===== config.mk =====
export PLATFORM = sky130hd
export DESIGN_NAME = alu_pipe
export DESIGN_NICKNAME = d
export VERILOG_FILES = /design/src/rtl/alu_pipe.sv
export SDC_FILE = /design/constraint.sdc
export NUM_CORES = 1
export LEC_CHECK = 0
export CORE_ASPECT_RATIO = 1.1
export CORE_MARGIN = 5
export CORE_UTILIZATION = 40
export CTS_BUF_LIST = sky130_fd_sc_hd__clkbuf_8 sky130_fd_sc_hd__clkbuf_16
export DETAILED_ROUTE_END_ITERATION = 6
export PLACE_DENSITY = 0.62
export RECOVER_POWER = 100
export SYNTH_ARGS = -nofsm -noshare
export SYNTH_HDL_FRONTEND = slang
export SYNTH_SLANG_ARGS = --single-unit

===== constraint.sdc =====
create_clock -name clk -period 3 [get_ports clk]
set_input_delay 0.75 -clock clk [delete_from_list [all_inputs] [get_ports clk]]
set_output_delay 0.75 -clock clk [all_outputs]
set_load 0.01 [all_outputs]

===== src/rtl/alu_pipe.sv =====
// ---------------------------------------------------------------------------
// alu_pipe - handshaked, parametrised ALU stage between operand/decode and
// writeback.
//
// An operation is accepted on a valid/ready input port. Every operation
// except MUL completes in one cycle. MUL is an iterative shift-add multiply
// that takes WIDTH cycles. The result and flags are registered and held on a
// valid/ready output port until the consumer takes them.
//
// Build option:
//   ALU_MUL_EN - when defined, opcode 11 is the iterative unsigned multiply
//                and a BUSY state is present. When undefined, opcode 11 is an
//                illegal opcode and result_hi is always 0.
//
// Parameters:
//   WIDTH      - operand and result width in bits (must be >= 2).
//
// Ports:
//   clk, rst             - clock; synchronous active-high reset
//   in_valid, in_ready   - input handshake; a/b/op are sampled on accept
//   a, b, op             - operands (b is also the shift amount) and opcode
//   out_valid, out_ready - output handshake
//   result, result_hi    - result (low half for MUL) and MUL high half
//   carry, zero, negative, overflow, illegal - status flags
// ---------------------------------------------------------------------------
module alu_pipe #(
    parameter int WIDTH = 8
) (
    input  logic             clk,
    input  logic             rst,
    input  logic             in_valid,
    output logic             in_ready,
    input  logic [WIDTH-1:0] a,
    input  logic [WIDTH-1:0] b,
    input  logic [3:0]       op,
    output logic             out_valid,
    input  logic             out_ready,
    output logic [WIDTH-1:0] result,
    output logic [WIDTH-1:0] result_hi,
    output logic             carry,
    output logic             zero,
    output logic             negative,
    output logic             overflow,
    output logic             illegal
);

    typedef logic [WIDTH-1:0] word_t;
    localparam word_t WIDTH_W = word_t'(WIDTH);

    localparam logic [3:0] OP_ADD  = 4'd0;
    localparam logic [3:0] OP_SUB  = 4'd1;
    localparam logic [3:0] OP_AND  = 4'd2;
    localparam logic [3:0] OP_OR   = 4'd3;
    localparam logic [3:0] OP_XOR  = 4'd4;
    localparam logic [3:0] OP_SLTU = 4'd5;
    localparam logic [3:0] OP_PASS = 4'd6;
    localparam logic [3:0] OP_SLT  = 4'd7;
    localparam logic [3:0] OP_SHL  = 4'd8;
    localparam logic [3:0] OP_SHR  = 4'd9;
    localparam logic [3:0] OP_SRA  = 4'd10;
`ifdef ALU_MUL_EN
    localparam logic [3:0] OP_MUL  = 4'd11;
    localparam int         CW      = $clog2(WIDTH + 1);
    typedef logic [CW-1:0] count_t;
`endif

    typedef enum logic [1:0] {
        IDLE = 2'd0,
`ifdef ALU_MUL_EN
        BUSY = 2'd1,
`endif
        DONE = 2'd2
    } state_t;

    state_t         state_r;
    logic           out_valid_r;
    word_t          result_r;
    word_t          result_hi_r;
    logic           carry_r;
    logic           zero_r;
    logic           negative_r;
    logic           overflow_r;
    logic           illegal_r;

    logic           in_ready_s;
    logic           accept_s;
    logic [WIDTH:0] sum_s;
    logic [WIDTH:0] diff_s;
    logic           shift_big_s;
    word_t          alu_res_s;
    logic           alu_carry_s;
    logic           alu_ovf_s;
    logic           alu_ill_s;

`ifdef ALU_MUL_EN
    logic [2*WIDTH-1:0] acc_r;
    logic [2*WIDTH-1:0] mcand_r;
    word_t              mplier_r;
    count_t             count_r;
    logic [2*WIDTH-1:0] acc_next_s;
`endif

    // Single-cycle ALU: result, carry/borrow, signed overflow and illegal-op detect
    always_comb begin
        sum_s       = {1'b0, a} + {1'b0, b};
        diff_s      = {1'b0, a} - {1'b0, b};
        shift_big_s = (b >= WIDTH_W);
        alu_res_s   = '0;
        alu_carry_s = 1'b0;
        alu_ovf_s   = 1'b0;
        alu_ill_s   = 1'b0;
        case (op)
            OP_ADD: begin
                alu_res_s   = sum_s[WIDTH-1:0];
                alu_carry_s = sum_s[WIDTH];
                alu_ovf_s   = (a[WIDTH-1] == b[WIDTH-1]) && (sum_s[WIDTH-1] != a[WIDTH-1]);
            end
            OP_SUB: begin
                alu_res_s   = diff_s[WIDTH-1:0];
                alu_carry_s = diff_s[WIDTH];    // borrow out == unsigned a < b
                alu_ovf_s   = (a[WIDTH-1] != b[WIDTH-1]) && (diff_s[WIDTH-1] != a[WIDTH-1]);
            end
            OP_AND:  alu_res_s = a & b;
            OP_OR:   alu_res_s = a | b;
            OP_XOR:  alu_res_s = a ^ b;
            OP_SLTU: alu_res_s = {{(WIDTH-1){1'b0}}, diff_s[WIDTH]};
            OP_PASS: alu_res_s = a;
            OP_SLT:  alu_res_s = {{(WIDTH-1){1'b0}}, ($signed(a) < $signed(b))};
            OP_SHL:  alu_res_s = shift_big_s ? '0 : (a << b);
            OP_SHR:  alu_res_s = shift_big_s ? '0 : (a >> b);
            OP_SRA:  alu_res_s = shift_big_s ? {WIDTH{a[WIDTH-1]}} : word_t'($signed(a) >>> b);
`ifdef ALU_MUL_EN
            OP_MUL:  alu_res_s = '0;    // produced by the iterative path
`endif
            default: alu_ill_s = 1'b1;
        endcase
    end

`ifdef ALU_MUL_EN
    // Shift-add step: add the shifted multiplicand when the current multiplier bit is set
    always_comb begin
        if (mplier_r[0]) begin
            acc_next_s = acc_r + mcand_r;
        end else begin
            acc_next_s = acc_r;
        end
    end
`endif

    // Input ready: only from state and out_ready, never from in_valid
    always_comb begin
        if (rst) begin
            in_ready_s = 1'b0;
        end else begin
            case (state_r)
                IDLE:    in_ready_s = 1'b1;
                DONE:    in_ready_s = out_ready;
                default: in_ready_s = 1'b0;
            endcase
        end
    end

    assign accept_s = in_valid & in_ready_s;

    // Control FSM with registered result and flags
    always_ff @(posedge clk) begin
        if (rst) begin
            state_r     <= IDLE;
            out_valid_r <= 1'b0;
            result_r    <= '0;
            result_hi_r <= '0;
            carry_r     <= 1'b0;
            zero_r      <= 1'b0;
            negative_r  <= 1'b0;
            overflow_r  <= 1'b0;
            illegal_r   <= 1'b0;
`ifdef ALU_MUL_EN
            acc_r       <= '0;
            mcand_r     <= '0;
            mplier_r    <= '0;
            count_r     <= '0;
`endif
        end else if (accept_s) begin
`ifdef ALU_MUL_EN
            if (op == OP_MUL) begin
                acc_r       <= '0;
                mcand_r     <= {{WIDTH{1'b0}}, a};
                mplier_r    <= b;
                count_r     <= count_t'(WIDTH);
                state_r     <= BUSY;
                out_valid_r <= 1'b0;
            end else
`endif
            begin
                result_r    <= alu_res_s;
                result_hi_r <= '0;
                carry_r     <= alu_carry_s;
                zero_r      <= (alu_res_s == '0) && !alu_ill_s;
                negative_r  <= alu_res_s[WIDTH-1];
                overflow_r  <= alu_ovf_s;
                illegal_r   <= alu_ill_s;
                state_r     <= DONE;
                out_valid_r <= 1'b1;
            end
        end else begin
            case (state_r)
`ifdef ALU_MUL_EN
                BUSY: begin
                    acc_r    <= acc_next_s;
                    mcand_r  <= mcand_r << 1;
                    mplier_r <= mplier_r >> 1;
                    count_r  <= count_r - count_t'(1);
                    // Last step: the accumulator now holds the full product
                    if (count_r == count_t'(1)) begin
                        result_r    <= acc_next_s[WIDTH-1:0];
                        result_hi_r <= acc_next_s[2*WIDTH-1:WIDTH];
                        carry_r     <= |acc_next_s[2*WIDTH-1:WIDTH];
                        zero_r      <= (acc_next_s[WIDTH-1:0] == '0);
                        negative_r  <= acc_next_s[WIDTH-1];
                        overflow_r  <= 1'b0;
                        illegal_r   <= 1'b0;
                        state_r     <= DONE;
                        out_valid_r <= 1'b1;
                    end
                end
`endif
                DONE: begin
                    // Consumed with nothing new offered: drop valid, keep last result
                    if (out_ready) begin
                        state_r     <= IDLE;
                        out_valid_r <= 1'b0;
                    end
                end
                IDLE: begin
                end
                default: begin
                    state_r     <= IDLE;
                    out_valid_r <= 1'b0;
                end
            endcase
        end
    end

    assign in_ready  = in_ready_s;
    assign out_valid = out_valid_r;
    assign result    = result_r;
    assign result_hi = result_hi_r;
    assign carry     = carry_r;
    assign zero      = zero_r;
    assign negative  = negative_r;
    assign overflow  = overflow_r;
    assign illegal   = illegal_r;

endmodule


==> flow_metrics.py, run 1 <==
metrics = {
    "run": {
        "number_of_max_cap_violations": 0,
    },
    "layout": {
        "seqCellArea_sq_um": 260,
        "layout-area-overhead-vs-synth_pct": 46.1,
        "multi_input_comb_area_sq_um": 2260,
        "antenna_diode_count": 0,
        "finish.instance_area_sq_um": 3930,
        "fillerInstances": 617,
        "layout-drive-gt1-share_pct": 30.9,
        "final_nets": 517,
    },
    "run_status": {
        "run_status": "complete, but fails checks",
        "violations_in_the_final_reports": "negative setup slack",
    },
    "sta": {
        "worstMarginPinSlew_ns": 0.546,
        "timing.final.crit_share_pct": 101,
        "final.setup_skew_ns": 0.00205,
        "rsz0062_at_grt": "yes",
        "setup_slack_ns": -0.0234,
        "tns_ns": -0.0234,
        "setup_viol": 1,
        "period_needed_ns": 3.02,
        "count_of_endpoints_failing_hold_in_the_final_timing_report": 0,
        "max_slew_margin_pct": 63.5,
        "top_achievable_clock_speed_ghz": 0.331,
        "drv_slew": 0,
    },
    "worst_setup_path": {
        "reg2reg_from": "state_r[1]",
        "critPathLaunchType": "input pin",
        "timing_worst_setup_path_type": "input pin to register",
        "worstPathArrival_ns": 3.17,
        "cp_data_required_time_ns": 3.15,
        "worstSetupStartpoint": "op[0]",
        "setup_crit_end": "result[4]",
        "regToRegSetupSlack_ns": 1.27,
        "reg2regPathDepth": 7,
        "setup.worst_path.end_class": "register",
        "r2r-end": "zero",
        "highest_fanout_seen_on_the_critical_path": 12,
    },
    "hold_path": {
        "min_path_cells": 2,
        "min_path_type": "register to register",
    },
    "clock_network": {
        "tritoncts": "built",
        "clk_latency_ns": 0.24,
        "clk_pin_slew_worst_paths_ns": 0.05,
        "cts_buffer_depth": 2,
        "cts_sink_count": 13,
        "ctsRootBufferMaster": "sky130_fd_sc_hd__clkbuf_8",
        "ctsHtreeMaxLevel": 1,
        "cts_buffers": 3,
    },
    "pwr": {
        "power_per_cell_area_nw_per_um2": 226,
        "irDropWorstVdd_mv": 0.390,
        "p_leak_nw": 1.73,
    },
    "placement": {
        "globalplace.congestion": 0.949,
        "placedInstanceArea_sq_um": 3790,
        "portBuffers": 38,
        "hpwl_mm": 8.23,
    },
    "route": {
        "drt.antenna.violating_nets": 0,
        "detailedRoute.firstIterationViolations": 237,
        "finalWirelength_mm": 9.83,
        "detailroute.via_count": 3168,
        "avgRoutedWirePerCell_um": 17.9,
        "route.detailed.drc": 0,
        "drt_first_pass_iters": 4,
        "vias_per_cell": 5.78,
    },
    "floorplanning": {
        "die_w_um": 88.2,
        "core_region_sq_um": 6560,
        "initial_core_util_pct": 41.0,
        "io_pins": 47,
        "die_y_um": 96.0,
        "fp.dieArea_sq_um": 8460,
        "placement_rows": 31,
    },
    "global_routing": {
        "global_route_wire_length_before_repair_mm": 15.5,
        "vias_in_the_first_global_route": 3087,
        "grt_start_max_net_pins": 19,
        "grt.overflow.total": 0,
        "grt_antenna_before_repair": 0,
        "grt_use_total_pct": 23.4,
    },
    "synth": {
        "synth.area.top_cells": "sky130_fd_sc_hd__ha_1, sky130_fd_sc_hd__dfxtp_1, sky130_fd_sc_hd__mux4_2",
        "yosysWarnings": 0,
        "synthesis.instances": 349,
        "fraction_of_the_yosys_area_taken_by_sequential_cells_pct": 9.68,
        "synth_seq_cells": 13,
        "synthDistinctLibCells": 70,
        "synth.most_common_cell": "sky130_fd_sc_hd__nor2_1",
        "most_used_flip_flop_cell_after_synthesis": "sky130_fd_sc_hd__dfxtp_1",
        "yosysTopAreaCell": "sky130_fd_sc_hd__ha_1",
        "ys_async_sr_fraction_pct": 0,
        "synth_top_area_share_pct": 11.2,
        "synth_area_per_cell_sq_um": 7.70,
        "synth_edf_count": 0,
        "synthTopCellsByCount": "sky130_fd_sc_hd__nor2_1, sky130_fd_sc_hd__ha_1, sky130_fd_sc_hd__inv_1",
        "netlist_area_sq_um": 2690,
    },
}
[layer usage]
metal,vias to the layer above,share of wire (%),GRT usage [%]
met3,24,6.7,1.97
li1,1536,-,-
met2,139,48,40.7
met5,-,0,0
met1,1469,42,29.7
met4,0,3.5,9.19
[metrics by stage]
step           setup WS (ns)  util [%]  power (mW)  hold slack (ns)  instances
2_1_floorplan        0.00354         -       0.473            0.470        356
3_3_place_gp          -0.352      57.8       0.711            0.439        541
3_5_place_dp          -0.439      57.8       0.719            0.444        541
4_1_cts               0.0150      58.9       0.879            0.457        546
5_1_grt              -0.0949      59.9       0.943            0.479        548
6_report             -0.0234      59.9       0.888            0.443        548
[state kept, by name (all words and copies together) (netlist names)]
| name | count |
|---|---|
| illegal | 1 |
| state_r | 1 |
| overflow | 1 |
| result | 8 |
| zero | 1 |
| carry | 1 |
[layout make-up]
class                      count  share of cell area [%]
clock inverter                 1                  0.0955
clock buffer                   3                    1.05
inverter                      23                    2.20
sequential                    13                    6.62
tap                           82                    2.61
timing repair buffer         140                    29.8
multi-input combinational    286                    57.6
[power breakdown]
group	total [mW]	switching (mW)	internal, mW
registers	0.187	0.00439	0.182
logic	0.549	0.273	0.276
clock network	0.152	0.0617	0.0903
[timing repair]
action,4_1_cts,5_1_grt
setup endpoints to repair,4,5
pin swaps,1,4
gates resized for setup,8,13
buffers inserted,1,2
hold buffers,0,0
[worst min-delay path by stage]
stage,start,to
final,result[3],result[3]
after global routing,zero,zero
after global placement,result[5],result[5]
after detailed placement,result[3],result[3]
after floorplan,zero,zero
after CTS,result[3],result[3]
[cells in the final DEF (no fill, tap or decap), types with 7 or more instances in the layout]
cell,Yosys,layout
sky130_fd_sc_hd__o21ai_0,18,16
sky130_fd_sc_hd__dlygate4sd3_1,0,16
sky130_fd_sc_hd__conb_1,1,8
sky130_fd_sc_hd__a22oi_1,10,10
sky130_fd_sc_hd__dfxtp_1,13,13
sky130_fd_sc_hd__nand2_1,21,21
sky130_fd_sc_hd__nand3_1,8,8
sky130_fd_sc_hd__mux2i_1,10,10
sky130_fd_sc_hd__nor3_1,12,11
sky130_fd_sc_hd__mux4_2,8,8
sky130_fd_sc_hd__ha_1,24,20
sky130_fd_sc_hd__o22ai_1,9,8
sky130_fd_sc_hd__xnor2_1,7,7
sky130_fd_sc_hd__a21oi_1,16,13
sky130_fd_sc_hd__nor2_1,25,25
sky130_fd_sc_hd__inv_1,22,23
sky130_fd_sc_hd__clkdlybuf4s50_1,0,19
sky130_fd_sc_hd__buf_4,9,99
[worst max-delay path, stage by stage]
cell,delay (ns)
sky130_fd_sc_hd__dlygate4sd3_1,0.63
sky130_fd_sc_hd__buf_4,0.22
sky130_fd_sc_hd__buf_4,0.16
sky130_fd_sc_hd__nor3b_2,0.37
sky130_fd_sc_hd__a22oi_1,0.16
sky130_fd_sc_hd__a21oi_1,0.20
sky130_fd_sc_hd__a311oi_1,0.07
sky130_fd_sc_hd__and4_1,0.23
sky130_fd_sc_hd__buf_4,0.14
sky130_fd_sc_hd__nor4_1,0.23
[cells by family (layout without fill, tap and decap cells)]
| kind of cell | Yosys count | in the layout | synth area share, % |
|---|---|---|---|
| DFF | 13 | 13 | 9.68 |
| muxes | 23 | 23 | 13.1 |
| and+or+nand+nor | 119 | 119 | 26.1 |
| adders and majority gates | 26 | 26 | 12.7 |
| AOI/OAI and AO/OA | 102 | 102 | 25.7 |
| other | 1 | 8 | 0.139 |
| xor gates and xnor gates | 8 | 8 | 2.61 |
| buffers and inverters | 57 | 167 | 10.1 |
No activity file was read; power rests on OpenSTA's default activity.
==> inputs of run 2 (changes only) <==
- CAP_MARGIN: default -> 20
- CTS_CLUSTER_SIZE: default -> 14
- PLACE_DENSITY: 0.62 -> 0.7
==> run 2 against run 1 <==
Effect of this change:
- via count is 3.9% higher
- total power is 1.7% higher
- clock power hardly changed
- clock-buffer cell count stayed put
- wire length is 0.12% higher
- final cell count is 0.55% higher
- largest cell class unchanged
- maximum frequency is 2.5% higher
- register-to-register slack hardly changed
- highest routed layer unchanged
- sequential share of layout area is 0.092 points lower
- critical endpoint is now result[6]
- flip-flop and latch count stayed put
- non-clock buffer count is 3 higher
- the flow now finishes without violations
==> flow_metrics.py, run 2 (synthesis gave the netlist of run 1 again) <==
metrics = {
    "run_status": {
        "run_status": "completed",
    },
    "layout": {
        "layout-drive-gt1-share_pct": 32.0,
        "layout.cells.most_common_list": "sky130_fd_sc_hd__buf_4, sky130_fd_sc_hd__nor2_1, sky130_fd_sc_hd__inv_1",
        "layout-area-overhead-vs-synth_pct": 48.2,
        "final_nets": 520,
        "finish.instance_area_sq_um": 3980,
        "final_core_util_pct": 60.8,
        "final_common_cell": "sky130_fd_sc_hd__buf_4",
        "antenna_diode_count": 0,
        "max_ffs_per_register": 8,
    },
    "global_routing": {
        "grt_start_max_net_pins": 19,
        "grt_util_met2_pct": 39.1,
        "grt.met3_usage_pct": 2.23,
        "grt_use_total_pct": 23.0,
        "grt.overflow.total": 0,
        "grt_antenna_before_repair": 0,
        "busiest_layer_in_global_routing": "met2",
        "global_route_wire_length_before_repair_mm": 15.2,
        "global_routing_met1_resource_utilization_pct": 29.1,
        "vias_in_the_first_global_route": 3083,
    },
    "route": {
        "route.detailed.drc": 0,
        "drt_first_pass_iters": 5,
        "drt.antenna.violating_nets": 0,
        "vias_per_cell": 5.98,
        "detailedRoute.firstIterationViolations": 248,
        "avgRoutedWirePerCell_um": 17.9,
        "finalWirelength_mm": 9.84,
        "detailroute.via_count": 3293,
    },
    "pwr": {
        "total_power_mw": 0.902,
        "power_per_cell_area_nw_per_um2": 226,
        "irDropWorstVdd_mv": 0.228,
        "p_leak_nw": 1.76,
    },
    "worst_setup_path": {
        "reg2regPathDepth": 7,
        "critPathLaunchType": "input pin",
        "highest_fanout_seen_on_the_critical_path": 10,
        "setup.worst_path.end_class": "register",
        "r2r-end": "zero",
        "critPathMaxStageDelay_ns": 0.46,
        "cp_data_required_time_ns": 3.13,
        "worstPathArrival_ns": 3.08,
        "timing_worst_setup_path_type": "input pin to register",
        "worst_path_most_repeated_cell": "sky130_fd_sc_hd__buf_4",
        "reg2reg_from": "state_r[1]",
        "timing.critical_path.slowest_stage_cell": "sky130_fd_sc_hd__fa_1",
        "regToRegSetupSlack_ns": 1.28,
        "path_cells": "clkdlybuf4s50_1 > buf_4 > fa_1 > a211o_1 > o211ai_1 > a21oi_2 > xnor2_1 > a221oi_2 > buf_4 > o21ai_0",
    },
    "sta": {
        "worstMarginPinSlew_ns": 0.557,
        "rsz0062_at_grt": "yes",
        "timing.final.crit_share_pct": 98.4,
        "period_needed_ns": 2.95,
        "final.setup_skew_ns": 0.00251,
        "count_of_endpoints_failing_hold_in_the_final_timing_report": 0,
        "setup_viol": 0,
        "max_slew_margin_pct": 62.8,
        "top_achievable_clock_speed_ghz": 0.339,
        "drv_slew": 0,
        "setup_slack_ns": 0.0492,
    },
    "hold_path": {
        "worst_hold_startpoint": "result[3]",
        "min_to": "result[3]",
        "min_path_cells": 2,
        "min_path_type": "register to register",
    },
    "run": {
        "number_of_max_cap_violations": 0,
    },
    "floorplanning": {
        "die_y_um": 96.0,
        "placement_rows": 31,
        "core_region_sq_um": 6560,
        "initial_core_util_pct": 41.0,
        "fp.dieArea_sq_um": 8460,
        "die_w_um": 88.2,
        "io_pins": 47,
    },
    "clock_network": {
        "ctsHtreeMaxLevel": 1,
        "ctsHoldBuffers": 0,
        "cts_sink_count": 13,
        "cts_buffer_depth": 2,
        "tritoncts": "built",
        "ctsRootBufferMaster": "sky130_fd_sc_hd__clkbuf_8",
        "clk_latency_ns": 0.25,
        "cts_buffers": 3,
        "clk_pin_slew_worst_paths_ns": 0.05,
    },
    "placement": {
        "placedInstanceArea_sq_um": 3800,
        "globalplace.congestion": 0.991,
        "pre_cts_ws_ns": -0.465,
        "hpwl_mm": 8.13,
        "portBuffers": 38,
    },
}
[run 2: cell types whose count changed in the layout (fill, tap and decap cells not counted), sizes merged]
cell	before	now
buf	101	105
clkbuf	4	3
clkinv	0	1
dlygate4sd2	2	1
dlygate4sd3	16	17
inv	24	23
[run 2: repair_timing]
action                                  4_1_cts  5_1_grt
setup buffers                                 0        1
endpoints found under the setup margin        4        8
pin swaps                                     2        5
gates resized for setup                       6       21
[run 2: metal layers]
layer	vias to the layer above	wire length (um)	part of all wire, %
li1	1549	-	-
met1	1514	3870	39
met2	191	4680	48
met3	39	792	8.0
met4	0	498	5.1
met5	-	0	0
[run 2: worst max path at each step]
stage / from / endpoint / slack [ns] / cells after the start
after floorplan: b[3] / result[7] / 0.004 / 11
after global placement: a[0] / zero / -0.35 / 12
after detailed placement: a[0] / zero / -0.47 / 12
after CTS: a[1] / result[7] / 0.02 / 10
after global routing: b[1] / zero / -0.05 / 10
final: a[1] / result[6] / 0.05 / 10
[run 2: cell type report]
| class | count | area [sq um] |
|---|---|---|
| Fill cell | 599 | 2570 |
| Timing Repair Buffer | 143 | 1180 |
| Clock inverter | 1 | 3.75 |
| Inverter | 23 | 86.3 |
| Sequential cell | 13 | 260 |
| Tap cell | 82 | 103 |
| Multi-Input combinational cell | 286 | 2310 |
| Clock buffer | 3 | 41.3 |
[run 2: metrics by stage]
step | hold WS, ns | setup TNS, ns | instances
final | 0.452 | 0 | 551
after global routing | 0.476 | -0.0910 | 551
after CTS | 0.461 | 0 | 550
after detailed placement | 0.449 | -2.62 | 546
after global placement | 0.442 | -2.02 | 546
after floorplan | 0.470 | 0 | 356
[run 2: power by group]
group | total [mW] | switching [mW] | internal [mW]
combinational | 0.562 | 0.282 | 0.280
clock | 0.154 | 0.0634 | 0.0905
sequential | 0.186 | 0.00424 | 0.182
[run 2: critical path: cells and delay by family]
kind	cells	cell delay (ns)
adder cells (fa/ha/maj)	1	0.46
AO/OA/AOI/OAI	5	0.93
buffers and inverters	3	0.78
XOR/XNOR	1	0.16
